==> src/rtl/digit_serial_addsub.sv <==
// ---------------------------------------------------------------------------
// digit_serial_addsub
//   Multi-cycle add/subtract unit. It processes DIGIT bits per clock, so one
//   WIDTH-bit operation takes N = WIDTH/DIGIT RUN cycles. A start/busy/done
//   handshake controls it, and every result and flag output is registered.
//
// Parameters
//   WIDTH  operand/result width in bits (>= 2)
//   DIGIT  bits processed per cycle (1 <= DIGIT <= WIDTH, WIDTH % DIGIT == 0)
//
// Ports
//   clk       in   1      system clock, rising edge
//   rst       in   1      synchronous, active-high reset
//   start     in   1      request an operation; sampled only in IDLE
//   sel       in   1      0 = add (x+y), 1 = subtract (x-y); latched with start
//   x         in   WIDTH  operand A; latched with start
//   y         in   WIDTH  operand B; latched with start
//   busy      out  1      high while an operation is in progress
//   done      out  1      one-cycle pulse when sum and flags become valid
//   sum       out  WIDTH  result, modulo 2^WIDTH
//   c_out     out  1      carry out of the MSB (sub: 1 = no borrow)
//   overflow  out  1      signed overflow (carry into MSB ^ carry out of MSB)
//   zero      out  1      sum == 0
// ---------------------------------------------------------------------------
module digit_serial_addsub #(
  parameter int WIDTH = 16,
  parameter int DIGIT = 4
) (
  input  logic             clk,
  input  logic             rst,
  input  logic             start,
  input  logic             sel,
  input  logic [WIDTH-1:0] x,
  input  logic [WIDTH-1:0] y,
  output logic             busy,
  output logic             done,
  output logic [WIDTH-1:0] sum,
  output logic             c_out,
  output logic             overflow,
  output logic             zero
);

  localparam int N  = WIDTH / DIGIT;
  localparam int CW = (N > 1) ? $clog2(N) : 1;
  localparam logic [CW-1:0] LAST = CW'(N - 1);

  typedef enum logic {
    IDLE = 1'b0,
    RUN  = 1'b1
  } state_t;

  state_t state_q, state_d;

  // Operands shift right by one digit per RUN cycle, so the digit being
  // worked on always sits in the low DIGIT bits. The subtract selection is
  // fully captured at accept time by the inverted y and the initial carry,
  // so sel needs no separate register.
  logic [WIDTH-1:0] a_q, b_q;
  logic [WIDTH-1:0] res_q;
  logic             carry_q;
  logic [CW-1:0]    cnt_q;

  logic                   accept;
  logic                   last;
  logic [DIGIT:0]         dsum;
  logic                   msb_cin;
  logic [WIDTH+DIGIT-1:0] res_cat;
  logic [WIDTH-1:0]       res_next;

  // One digit of the addition, including the carry into the next digit.
  assign dsum = {1'b0, a_q[DIGIT-1:0]} + {1'b0, b_q[DIGIT-1:0]}
              + {{DIGIT{1'b0}}, carry_q};

  // Carry into the top bit of the current digit. A sum bit is a ^ b ^ cin,
  // so cin is recovered from the sum bit. In the last digit this is the
  // carry into bit WIDTH-1, which the overflow flag needs.
  assign msb_cin = dsum[DIGIT-1] ^ a_q[DIGIT-1] ^ b_q[DIGIT-1];

  // The new digit enters at the top of the result and older digits move
  // down. After N cycles, digit 0 has reached the LSBs.
  assign res_cat  = {dsum[DIGIT-1:0], res_q};
  assign res_next = res_cat[WIDTH+DIGIT-1:DIGIT];

  always_ff @(posedge clk) begin
    if (rst) state_q <= IDLE;
    else     state_q <= state_d;
  end

  // NOTE: every signal written here gets a default first, so no path through
  // the case can leave it unassigned and infer a latch.
  always_comb begin
    state_d = state_q;
    accept  = 1'b0;
    last    = 1'b0;
    case (state_q)
      IDLE: begin
        if (start) begin
          accept  = 1'b1;
          state_d = RUN;
        end
      end
      RUN: begin
        if (cnt_q == LAST) begin
          last    = 1'b1;
          state_d = IDLE;
        end
      end
      default: state_d = IDLE;
    endcase
  end

  // NOTE: sequential state uses non-blocking assignments. Every register then
  // samples values from before the edge, so the order of statements inside
  // this block does not change the result.
  always_ff @(posedge clk) begin
    if (rst) begin
      // NOTE: the datapath has only flip-flops and no memory array, so every
      // register gets a defined reset value and an aborted operation leaves
      // no stale state.
      a_q      <= '0;
      b_q      <= '0;
      res_q    <= '0;
      carry_q  <= 1'b0;
      cnt_q    <= '0;
      busy     <= 1'b0;
      done     <= 1'b0;
      sum      <= '0;
      c_out    <= 1'b0;
      overflow <= 1'b0;
      zero     <= 1'b0;
    end else begin
      done <= 1'b0;
      if (accept) begin
        // Subtraction is x + ~y + 1; the +1 enters as the initial carry.
        a_q     <= x;
        b_q     <= y ^ {WIDTH{sel}};
        carry_q <= sel;
        res_q   <= '0;
        cnt_q   <= '0;
        busy    <= 1'b1;
      end else if (state_q == RUN) begin
        a_q     <= a_q >> DIGIT;
        b_q     <= b_q >> DIGIT;
        carry_q <= dsum[DIGIT];
        res_q   <= res_next;
        if (last) begin
          cnt_q    <= '0;
          busy     <= 1'b0;
          done     <= 1'b1;
          sum      <= res_next;
          c_out    <= dsum[DIGIT];
          overflow <= msb_cin ^ dsum[DIGIT];
          zero     <= (res_next == '0);
        end else begin
          cnt_q <= cnt_q + 1'b1;
        end
      end
    end
  end

endmodule
==> config.mk <==
export PLATFORM = sky130hd
export DESIGN_NAME = digit_serial_addsub
export DESIGN_NICKNAME = d
export VERILOG_FILES = /design/src/rtl/digit_serial_addsub.sv
export SDC_FILE = /design/constraint.sdc
export NUM_CORES = 1
export LEC_CHECK = 0
export ABC_AREA = 1
export BUFFER_PORTS_ARGS = -buffer_cell sky130_fd_sc_hd__buf_4
export CORE_AREA = 2 2 75 91
export DETAILED_ROUTE_END_ITERATION = 16
export DIE_AREA = 0 0 77 93
export GPL_TIMING_DRIVEN = 0
export PLACE_DENSITY = 0.75
export SYNTH_ARGS = -nofsm -noshare
export SYNTH_HDL_FRONTEND = slang
export SYNTH_SLANG_ARGS = --single-unit
==> constraint.sdc <==
create_clock -name clk -period 4.1 [get_ports clk]
set_clock_uncertainty 0.1 [all_clocks]
set_input_delay 0.41 -clock clk [delete_from_list [all_inputs] [get_ports clk]]
set_output_delay 0.41 -clock clk [all_outputs]
set_load 0.05 [all_outputs]
Yosys cells after proc, flatten, opt, wreduce, memory -nomap -nowiden:

Index checks and enable logic that the tools add are counted.

* $add $sub $neg: 3
* equal/unequal tests: 1
* mux-type cells: 17
* bitwise logic cells: 6
* reductions and logical operators: 7

Operators by type and width (number)
* $mux W16: 4
* $logic_not A16 Y1: 1
* $xor A16 B16 Y16: 1
* $mux W1: 11
* $add A4 B4 Y5: 1
* $add A5 B1 Y5: 1
* $reduce_bool A2 Y1: 2
* $reduce_and A3 Y1: 1
* $reduce_or A3 Y1: 1
* $xor A1 B1 Y1: 3
* $add A2 B1 Y2 const B: 1
* $eq A2 B2 Y1 const B: 1
* $mux W2: 1
* $not A1 Y1: 2
* $pmux W1 S2: 1
* $reduce_and A2 Y1: 1
* $reduce_or A2 Y1: 1

* bits in registers: 73
* output and inout port bits: 21
* logic and storage cells: 46

Longest topological paths before layout:

Gate-level depths: netlist (run 1).

* depth in word-level cells: 6
* mapped depth: 12
* depth with buffers taken out: 12

Worst setup path before layout (run 1):

No wires, ideal clock.

* path kind: register -> register
* from: reg a_q[0]
* to: reg overflow
* setup time: 0.113 ns
* arrival time: 1.671 ns
* data required time: 3.887 ns
* setup slack: 2.216 ns
* cell stages (with the launch flop): 12
* path buffers: 0
* period minus slack after synthesis: 1.884 ns
* path through: dfxtp_1 -> inv_1 -> fa_1 -> fa_1 -> inv_1 -> nand3_1 -> nand2_1 -> nand2_1 -> nand2_1 -> nand2_1 -> nand3_1 -> nand2_1

* longest elaborated chain between the ends: 5

RTL lines
* start, declared: RTL line 58 `logic [WIDTH-1:0] a_q, b_q;`
* start signal, assigned: RTL line 142 `a_q <= a_q >> DIGIT;`
* $add A4 B4 Y5 (*): RTL line 71 `assign dsum = {1'b0, a_q[DIGIT-1:0]} + {1'b0, b_q[DIGIT-1:0]}`
* $add A5 B1 Y5 (*): RTL line 72 `+ {{DIGIT{1'b0}}, carry_q};`
* $xor A1 B1 Y1 (2 in series): RTL line 77 `assign msb_cin = dsum[DIGIT-1] ^ a_q[DIGIT-1] ^ b_q[DIGIT-1];`
* $xor A1 B1 Y1 (*): RTL line 152 `overflow <= msb_cin ^ dsum[DIGIT];`
* end signal, assigned: RTL line 152
* end, declared: RTL line 39 `output logic overflow,`

Every way passes the cells marked *; elsewhere a longest branch is shown, timed or not.
A chain may end at the register's enable or synchronous reset.

Worst setup path in the final report (run 1):

* from: reg b_q[0]
* to: reg overflow

* longest elaborated chain between the ends: 5

RTL lines
* start, declared: RTL line 58
* start signal, assigned: RTL line 136 `b_q <= y ^ {WIDTH{sel}};`
* start signal, assigned: RTL line 143 `b_q <= b_q >> DIGIT;`
* $add A4 B4 Y5 (*): RTL line 71
* $add A5 B1 Y5 (*): RTL line 72
* $xor A1 B1 Y1 (2 in series): RTL line 77
* $xor A1 B1 Y1 (*): RTL line 152

Marks and branches as above.

==> results of run 1 <==
-- cell usage in the layout, fill, tap and decap left out, types with 4 or more instances in the layout --
cell type                    n
sky130_fd_sc_hd__a21oi_1    37
sky130_fd_sc_hd__a22oi_1    12
sky130_fd_sc_hd__buf_2      11
sky130_fd_sc_hd__buf_4      56
sky130_fd_sc_hd__buf_6       5
sky130_fd_sc_hd__clkbuf_1    6
sky130_fd_sc_hd__clkbuf_8   10
sky130_fd_sc_hd__dfxtp_1    69
sky130_fd_sc_hd__ha_1        4
sky130_fd_sc_hd__inv_1      43
sky130_fd_sc_hd__nand2_1   122
sky130_fd_sc_hd__nand3_1    19
sky130_fd_sc_hd__nor2_1      8
sky130_fd_sc_hd__o21ai_0    19
sky130_fd_sc_hd__or2_2       5
sky130_fd_sc_hd__xor2_1     11
-- metal layers --
layer | share of wire [%] | GRT usage (%) | up-vias | wire, µm
li1 | - | - | 1391 | -
met1 | 42 | 22.5 | 1217 | 2770
met2 | 51 | 34.7 | 73 | 3350
met3 | 5.1 | 5.21 | 12 | 337
met4 | 1.6 | 7.74 | 0 | 108
met5 | 0 | 0 | - | 0
-- cells in the mapped netlist (all sizes together) --
cell    instances
a31oi           1
a21oi          37
ha              4
a22oi          12
a211oi          2
xnor2           1
dfxtp          69
o211ai          2
xor2           11
nand3          19
nand3b          1
clkbuf          3
inv            45
fa              2
or2             6
o221ai          2
nand4           3
nand2         124
clkinv          1
nor2           10
buf            18
o21ai          20
a22o            1
-- power groups by stage --
stage          Sequential (mW)  Combinational, mW  Clock [mW]
2_1_floorplan            0.724              0.118           0
3_3_place_gp             0.724              0.176           0
3_5_place_dp             0.725              0.179           0
4_1_cts                  0.710              0.180       0.476
5_1_grt                  0.713              0.199       0.512
6_report                 0.711              0.179       0.465
-- critical path: stages, from the launching register on --
cell                      delay, ns
sky130_fd_sc_hd__dfxtp_1       0.36
sky130_fd_sc_hd__inv_1         0.07
sky130_fd_sc_hd__fa_1          0.43
sky130_fd_sc_hd__fa_1          0.41
sky130_fd_sc_hd__inv_1         0.07
sky130_fd_sc_hd__nand3_1       0.08
sky130_fd_sc_hd__nand2_1       0.13
sky130_fd_sc_hd__nand2_1       0.06
sky130_fd_sc_hd__nand2_1       0.07
sky130_fd_sc_hd__nand2_1       0.05
sky130_fd_sc_hd__nand3_1       0.07
sky130_fd_sc_hd__nand2_1       0.05
-- stage by stage --
step	setup slack [ns]	area (µm²)	hold slack, ns	cells	power, mW
2_1_floorplan	2.22	3010	0.339	394	0.841
3_3_place_gp	2.08	3530	0.340	534	0.900
3_5_place_dp	2.06	3530	0.346	534	0.904
4_1_cts	2.04	3680	0.215	549	1.37
5_1_grt	1.87	3680	0.220	549	1.42
6_report	2.04	3680	0.228	549	1.35
-- path summary, 6_finish.rpt --
kind | to | slack (ns)
setup / recovery | overflow | 2.04
hold / removal | a_q[14] | 0.23
setup reg to reg | overflow | 2.04
hold reg to reg | sum[5] | 0.36
-- logic make-up (layout without fill, tap and decap cells) --
kind of cell             count (synthesis)  in the layout  share of synthesized area (%)
AO/OA/AOI/OAI                           77             77                           14.6
XOR/XNOR                                12             12                           3.50
adder cells (fa/ha/maj)                  6              6                           3.00
buffers and inverters                   67            137                           10.2
flip-flops                              69             69                           45.9
AND/OR/NAND/NOR                        163            163                           22.8
-- state kept, by name, summed over array words and instances, names as in the netlist --
name and cells:
busy 1, sum 16, cnt_q 2, done 1
state_q 1, carry_q 1, overflow 1, c_out 1
b_q 16, a_q 16, zero 1, res_q 12
-- layout make-up --
type                            instances  area share (%)
Sequential cell                        69            37.5
Multi-Input combinational cell        258            35.8
Timing Repair Buffer                   55            11.2
Inverter                               46            4.72
Clock buffer                           13            4.04
Buffer                                 21            3.63
Tap cell                               85            2.89
Clock inverter                          2           0.272
==> impl_metrics.py, run 1 <==
metrics = {
    "sta": {
        "finalHoldViolations": 0,
        "timing.final.crit_period_ns": 2.06,
        "slew_violations": 0,
        "rsz0062_at_grt": "no",
        "worst-slew-pin-transition_ns": 0.460,
        "fmaxAchievable_ghz": 0.486,
        "slew-limit-headroom_pct": 69.3,
        "finalCritPeriodShare_pct": 50.2,
        "tns_ns": 0,
        "final-setup-viol-count": 0,
    },
    "global_routing": {
        "global_route_wire_length_before_repair_um": 11100,
        "largest_net_degree_at_the_start_of_global_routing": 11,
        "grt_remaining_overflow": 0,
        "grt_pass1_vias": 2495,
        "antenna_violations_before_repair": 0,
        "grt_usage_pct": 19.6,
    },
    "pwr": {
        "sw_share_pct": 25.8,
        "power.static_leakage_nw": 1.66,
        "power_frac_seq_pct": 52.5,
        "clock_group_share_of_total_power_pct": 34.3,
        "internal_power_mw": 1.00,
        "share_comb_of_total_power_pct": 13.2,
        "p_sw_uw": 350,
        "worst_ir_drop_vdd_mv": 0.234,
        "pwr_density_cell_nw_per_um2": 367,
    },
    "drt": {
        "drt_drc_violations_left": 0,
        "wirelength_um": 6560,
        "antenna_left": 0,
        "via_count": 2693,
        "drtPass1Iterations": 4,
        "drt-initial-drc-count": 131,
        "post_drt_via_cell_ratio": 4.91,
        "avgRoutedWirePerCell_um": 11.9,
    },
    "yosys": {
        "syn_inst_count": 394,
        "yosys_register_bits": 69,
        "post-synth-top-area-cell": "sky130_fd_sc_hd__dfxtp_1",
        "netlist_area_um2": 3010,
        "post_synth_main_area_contributors": "sky130_fd_sc_hd__dfxtp_1 (46%), sky130_fd_sc_hd__nand2_1 (15%), sky130_fd_sc_hd__a21oi_1 (6.2%)",
        "post_synth_num_cell_types": 31,
        "top_cell_type_s_share_of_synthesized_area_pct": 45.9,
        "postSynthNetCount": 436,
        "synth_warnings": 0,
        "seq_area_frac_synth_pct": 45.9,
        "synth.avg_cell_area_um2": 7.63,
    },
    "critical_path": {
        "r2r_cells": 11,
        "critical_path.endpoint_type": "flop",
        "timing.critical_path.required_ns": 4.24,
        "timing.critical_path.arrival_ns": 2.20,
        "worst-path-max-fanout": 3,
        "worst_setup_path_start_kind": "flop",
        "startpoint": "b_q[0]",
        "timing.setup.critical_path_class": "flop to flop",
        "reg2reg_from": "b_q[0]",
    },
    "clock_network": {
        "cts-buffers-inserted": 9,
        "cts.path.max_buffers": 2,
        "ctsRootBufferMaster": "sky130_fd_sc_hd__clkbuf_8",
        "ctsResizeCount": 0,
        "clk_latency_ns": 0.34,
        "clk_transition_reported_paths_ns": 0.07,
        "cts_sinks": 69,
        "cts.hold.buffers_added": 0,
        "cts_tree": "yes",
        "maximum_level_of_the_cts_h_tree": 3,
        "cts_setup_buffers": 0,
    },
    "final_layout": {
        "combined_area_of_the_multi_input_logic_cells_um2": 1320,
        "antenna_cells_inserted": 0,
        "final_nets": 502,
        "drive_above_1_share_pct": 20.9,
        "synthToLayoutAreaGrowth_pct": 22.6,
        "fillerInstances": 650,
        "register_area_um2": 1380,
        "layout.core_utilization_pct": 58.2,
    },
    "floorplanning": {
        "pin_count": 57,
        "rows": 32,
        "core_area_um2": 6330,
        "dieHeight_um": 93,
        "horizontal_die_dimension_um": 77,
        "die_area_um2": 7160,
        "initial_utilization_pct": 47.5,
    },
    "placement": {
        "port_buffers": 55,
        "detailedPlacementHpwl_um": 4880,
        "routabilityCongestion": 0.867,
    },
    "flow_run": {
        "cap_viol_max_count": 0,
    },
    "min_path": {
        "timing.hold.worst_path_depth": 3,
        "hold_path.startpoint": "x[14]",
        "timing.hold.worst.class": "input port to flop",
    },
    "run_status": {
        "run_status": "complete, no violations",
    },
}
Power figures use the tool's default switching activity.
==> run 2, diff against run 1 <==
--- a/config.mk
+++ b/config.mk
@@ -11,7 +11,7 @@
 export DETAILED_ROUTE_END_ITERATION = 16
 export DIE_AREA = 0 0 77 93
 export GPL_TIMING_DRIVEN = 0
-export PLACE_DENSITY = 0.75
+export PLACE_DENSITY = 0.77
 export SYNTH_ARGS = -nofsm -noshare
 export SYNTH_HDL_FRONTEND = slang
 export SYNTH_SLANG_ARGS = --single-unit
==> constraint.sdc (replaced) <==
create_clock -name clk -period 1.8 [get_ports clk]
set_clock_uncertainty 0.1 [all_clocks]
set_input_delay 0.18 -clock clk [delete_from_list [all_inputs] [get_ports clk]]
set_output_delay 0.18 -clock clk [all_outputs]
set_load 0.05 [all_outputs]
==> impl_metrics.py, run 2 (synthesized netlist as in run 1, its figures left out) <==
metrics = {
    "global_routing": {
        "global_route_wire_length_before_repair_um": 11600,
        "grt_remaining_overflow": 0,
        "largest_net_degree_at_the_start_of_global_routing": 11,
        "grt_pass1_vias": 2600,
        "grt_usage_pct": 20.1,
        "antenna_violations_before_repair": 0,
    },
    "critical_path": {
        "worst-path-max-fanout": 2,
        "timing.critical_path.arrival_ns": 2.02,
        "timing.setup.critical_path_class": "flop to flop",
        "timing.critical_path.required_ns": 1.93,
        "worst_setup_path_start_kind": "flop",
        "critical_path.endpoint_type": "flop",
    },
    "floorplanning": {
        "pin_count": 57,
        "dieHeight_um": 93,
        "core_area_um2": 6330,
        "initial_utilization_pct": 47.5,
        "rows": 32,
        "die_area_um2": 7160,
        "horizontal_die_dimension_um": 77,
    },
    "clock_network": {
        "cts-buffers-inserted": 9,
        "clk_latency_ns": 0.34,
        "ctsRootBufferMaster": "sky130_fd_sc_hd__clkbuf_8",
        "cts.path.max_buffers": 2,
        "cts_sinks": 69,
        "clk_transition_reported_paths_ns": 0.07,
        "maximum_level_of_the_cts_h_tree": 3,
        "cts_tree": "yes",
    },
    "min_path": {
        "timing.hold.worst.class": "input port to flop",
    },
    "sta": {
        "finalHoldViolations": 0,
        "rsz0062_at_grt": "yes",
        "slew-limit-headroom_pct": 68.7,
        "final-setup-viol-count": 3,
        "tns_ns": -0.211,
        "worst-slew-pin-transition_ns": 0.470,
        "finalCritPeriodShare_pct": 105,
        "timing.final.crit_period_ns": 1.89,
        "timing.final.ws_setup_ns": -0.0936,
        "fin_worst_hold_slack_ns": 0.0226,
        "slew_violations": 0,
        "fmaxAchievable_ghz": 0.528,
    },
    "run_status": {
        "failed_checks": "setup timing",
        "run_status": "finished with violations",
    },
    "drt": {
        "drt-initial-drc-count": 102,
        "antenna_left": 0,
        "drt_drc_violations_left": 0,
        "wirelength_um": 6730,
        "drtPass1Iterations": 4,
        "post_drt_via_cell_ratio": 4.83,
        "avgRoutedWirePerCell_um": 12.1,
        "via_count": 2685,
    },
    "pwr": {
        "overall_power_mw": 3.13,
        "power.static_leakage_nw": 1.71,
        "worst_ir_drop_vdd_mv": 0.510,
        "pwr_density_cell_nw_per_um2": 828,
    },
    "final_layout": {
        "commonest_non_fill_non_tap_cell_in_the_layout": "sky130_fd_sc_hd__nand2_1",
        "final_non_filler_cells": 556,
        "register_area_um2": 1380,
        "reg_top3": "a_q: 16 flops, b_q: 16 flops, sum: 16 flops",
        "final_nets": 510,
        "combined_area_of_the_multi_input_logic_cells_um2": 1340,
        "final_cell_area_um2": 3790,
        "fillerInstances": 623,
        "layout_common_cells": "sky130_fd_sc_hd__nand2_1 (121), sky130_fd_sc_hd__dfxtp_1 (67), sky130_fd_sc_hd__buf_4 (61)",
        "synthToLayoutAreaGrowth_pct": 26.0,
        "antenna_cells_inserted": 0,
        "layout.core_utilization_pct": 59.9,
        "drive_above_1_share_pct": 24.4,
    },
    "placement": {
        "detailedPlace.worstSlack_ns": -0.140,
        "place_inst": 534,
        "placement.cell_area_um2": 3530,
        "routabilityCongestion": 0.841,
        "port_buffers": 55,
        "detailedPlacementHpwl_um": 4920,
    },
    "flow_run": {
        "cap_viol_max_count": 0,
    },
}
## run 2: what timing repair did
item,in CTS,in global routing
pin swaps,8,5
endpoints found under the hold margin,3,0
setup buffers,4,1
hold buffers,3,0
setup endpoints to repair,4,9
resized for setup,9,3
## run 2: metal layers
layer	vias to the layer above	track usage [%]	wire (µm)
li1	1405	-	-
met4	0	8.63	92
met1	1203	22.6	2840
met3	9	3.67	269
met2	68	37.2	3530
met5	-	0	0
## run 2: power breakdown
| part | switching (mW) | internal, mW | total, mW |
|---|---|---|---|
| Sequential | 0.0356 | 1.58 | 1.62 |
| Combinational | 0.242 | 0.195 | 0.437 |
| Clock | 0.521 | 0.556 | 1.08 |
## run 2: worst paths after layout
path               start        to  slack, ns  depth (start not counted)
setup reg to reg  b_q[0]  overflow      -0.09                         11
hold reg to reg   sum[3]    sum[3]       0.36                          2
setup / recovery  b_q[0]  overflow      -0.09                         11
hold / removal     x[12]   a_q[12]       0.02                          3
## run 2: area by class of cell
cell class	count	area share, %
plain buffers	21	3.53
inverters	46	4.59
repair buffers	63	12.7
clock buffers	12	4.10
well taps	85	2.81
flip-flops and latches	69	36.5
clock inverters	2	0.264
multi-input cells	258	35.5
## run 2: critical path: stages, from the launching register on
cell and delay [ns]:
sky130_fd_sc_hd__dfxtp_2 0.34, sky130_fd_sc_hd__inv_2 0.04, sky130_fd_sc_hd__fa_2 0.40, sky130_fd_sc_hd__fa_2 0.38
sky130_fd_sc_hd__inv_2 0.06, sky130_fd_sc_hd__nand3_2 0.07, sky130_fd_sc_hd__nand2_2 0.08, sky130_fd_sc_hd__nand2_1 0.05
sky130_fd_sc_hd__nand2_1 0.08, sky130_fd_sc_hd__nand2_1 0.06, sky130_fd_sc_hd__nand3_1 0.08, sky130_fd_sc_hd__nand2_1 0.05
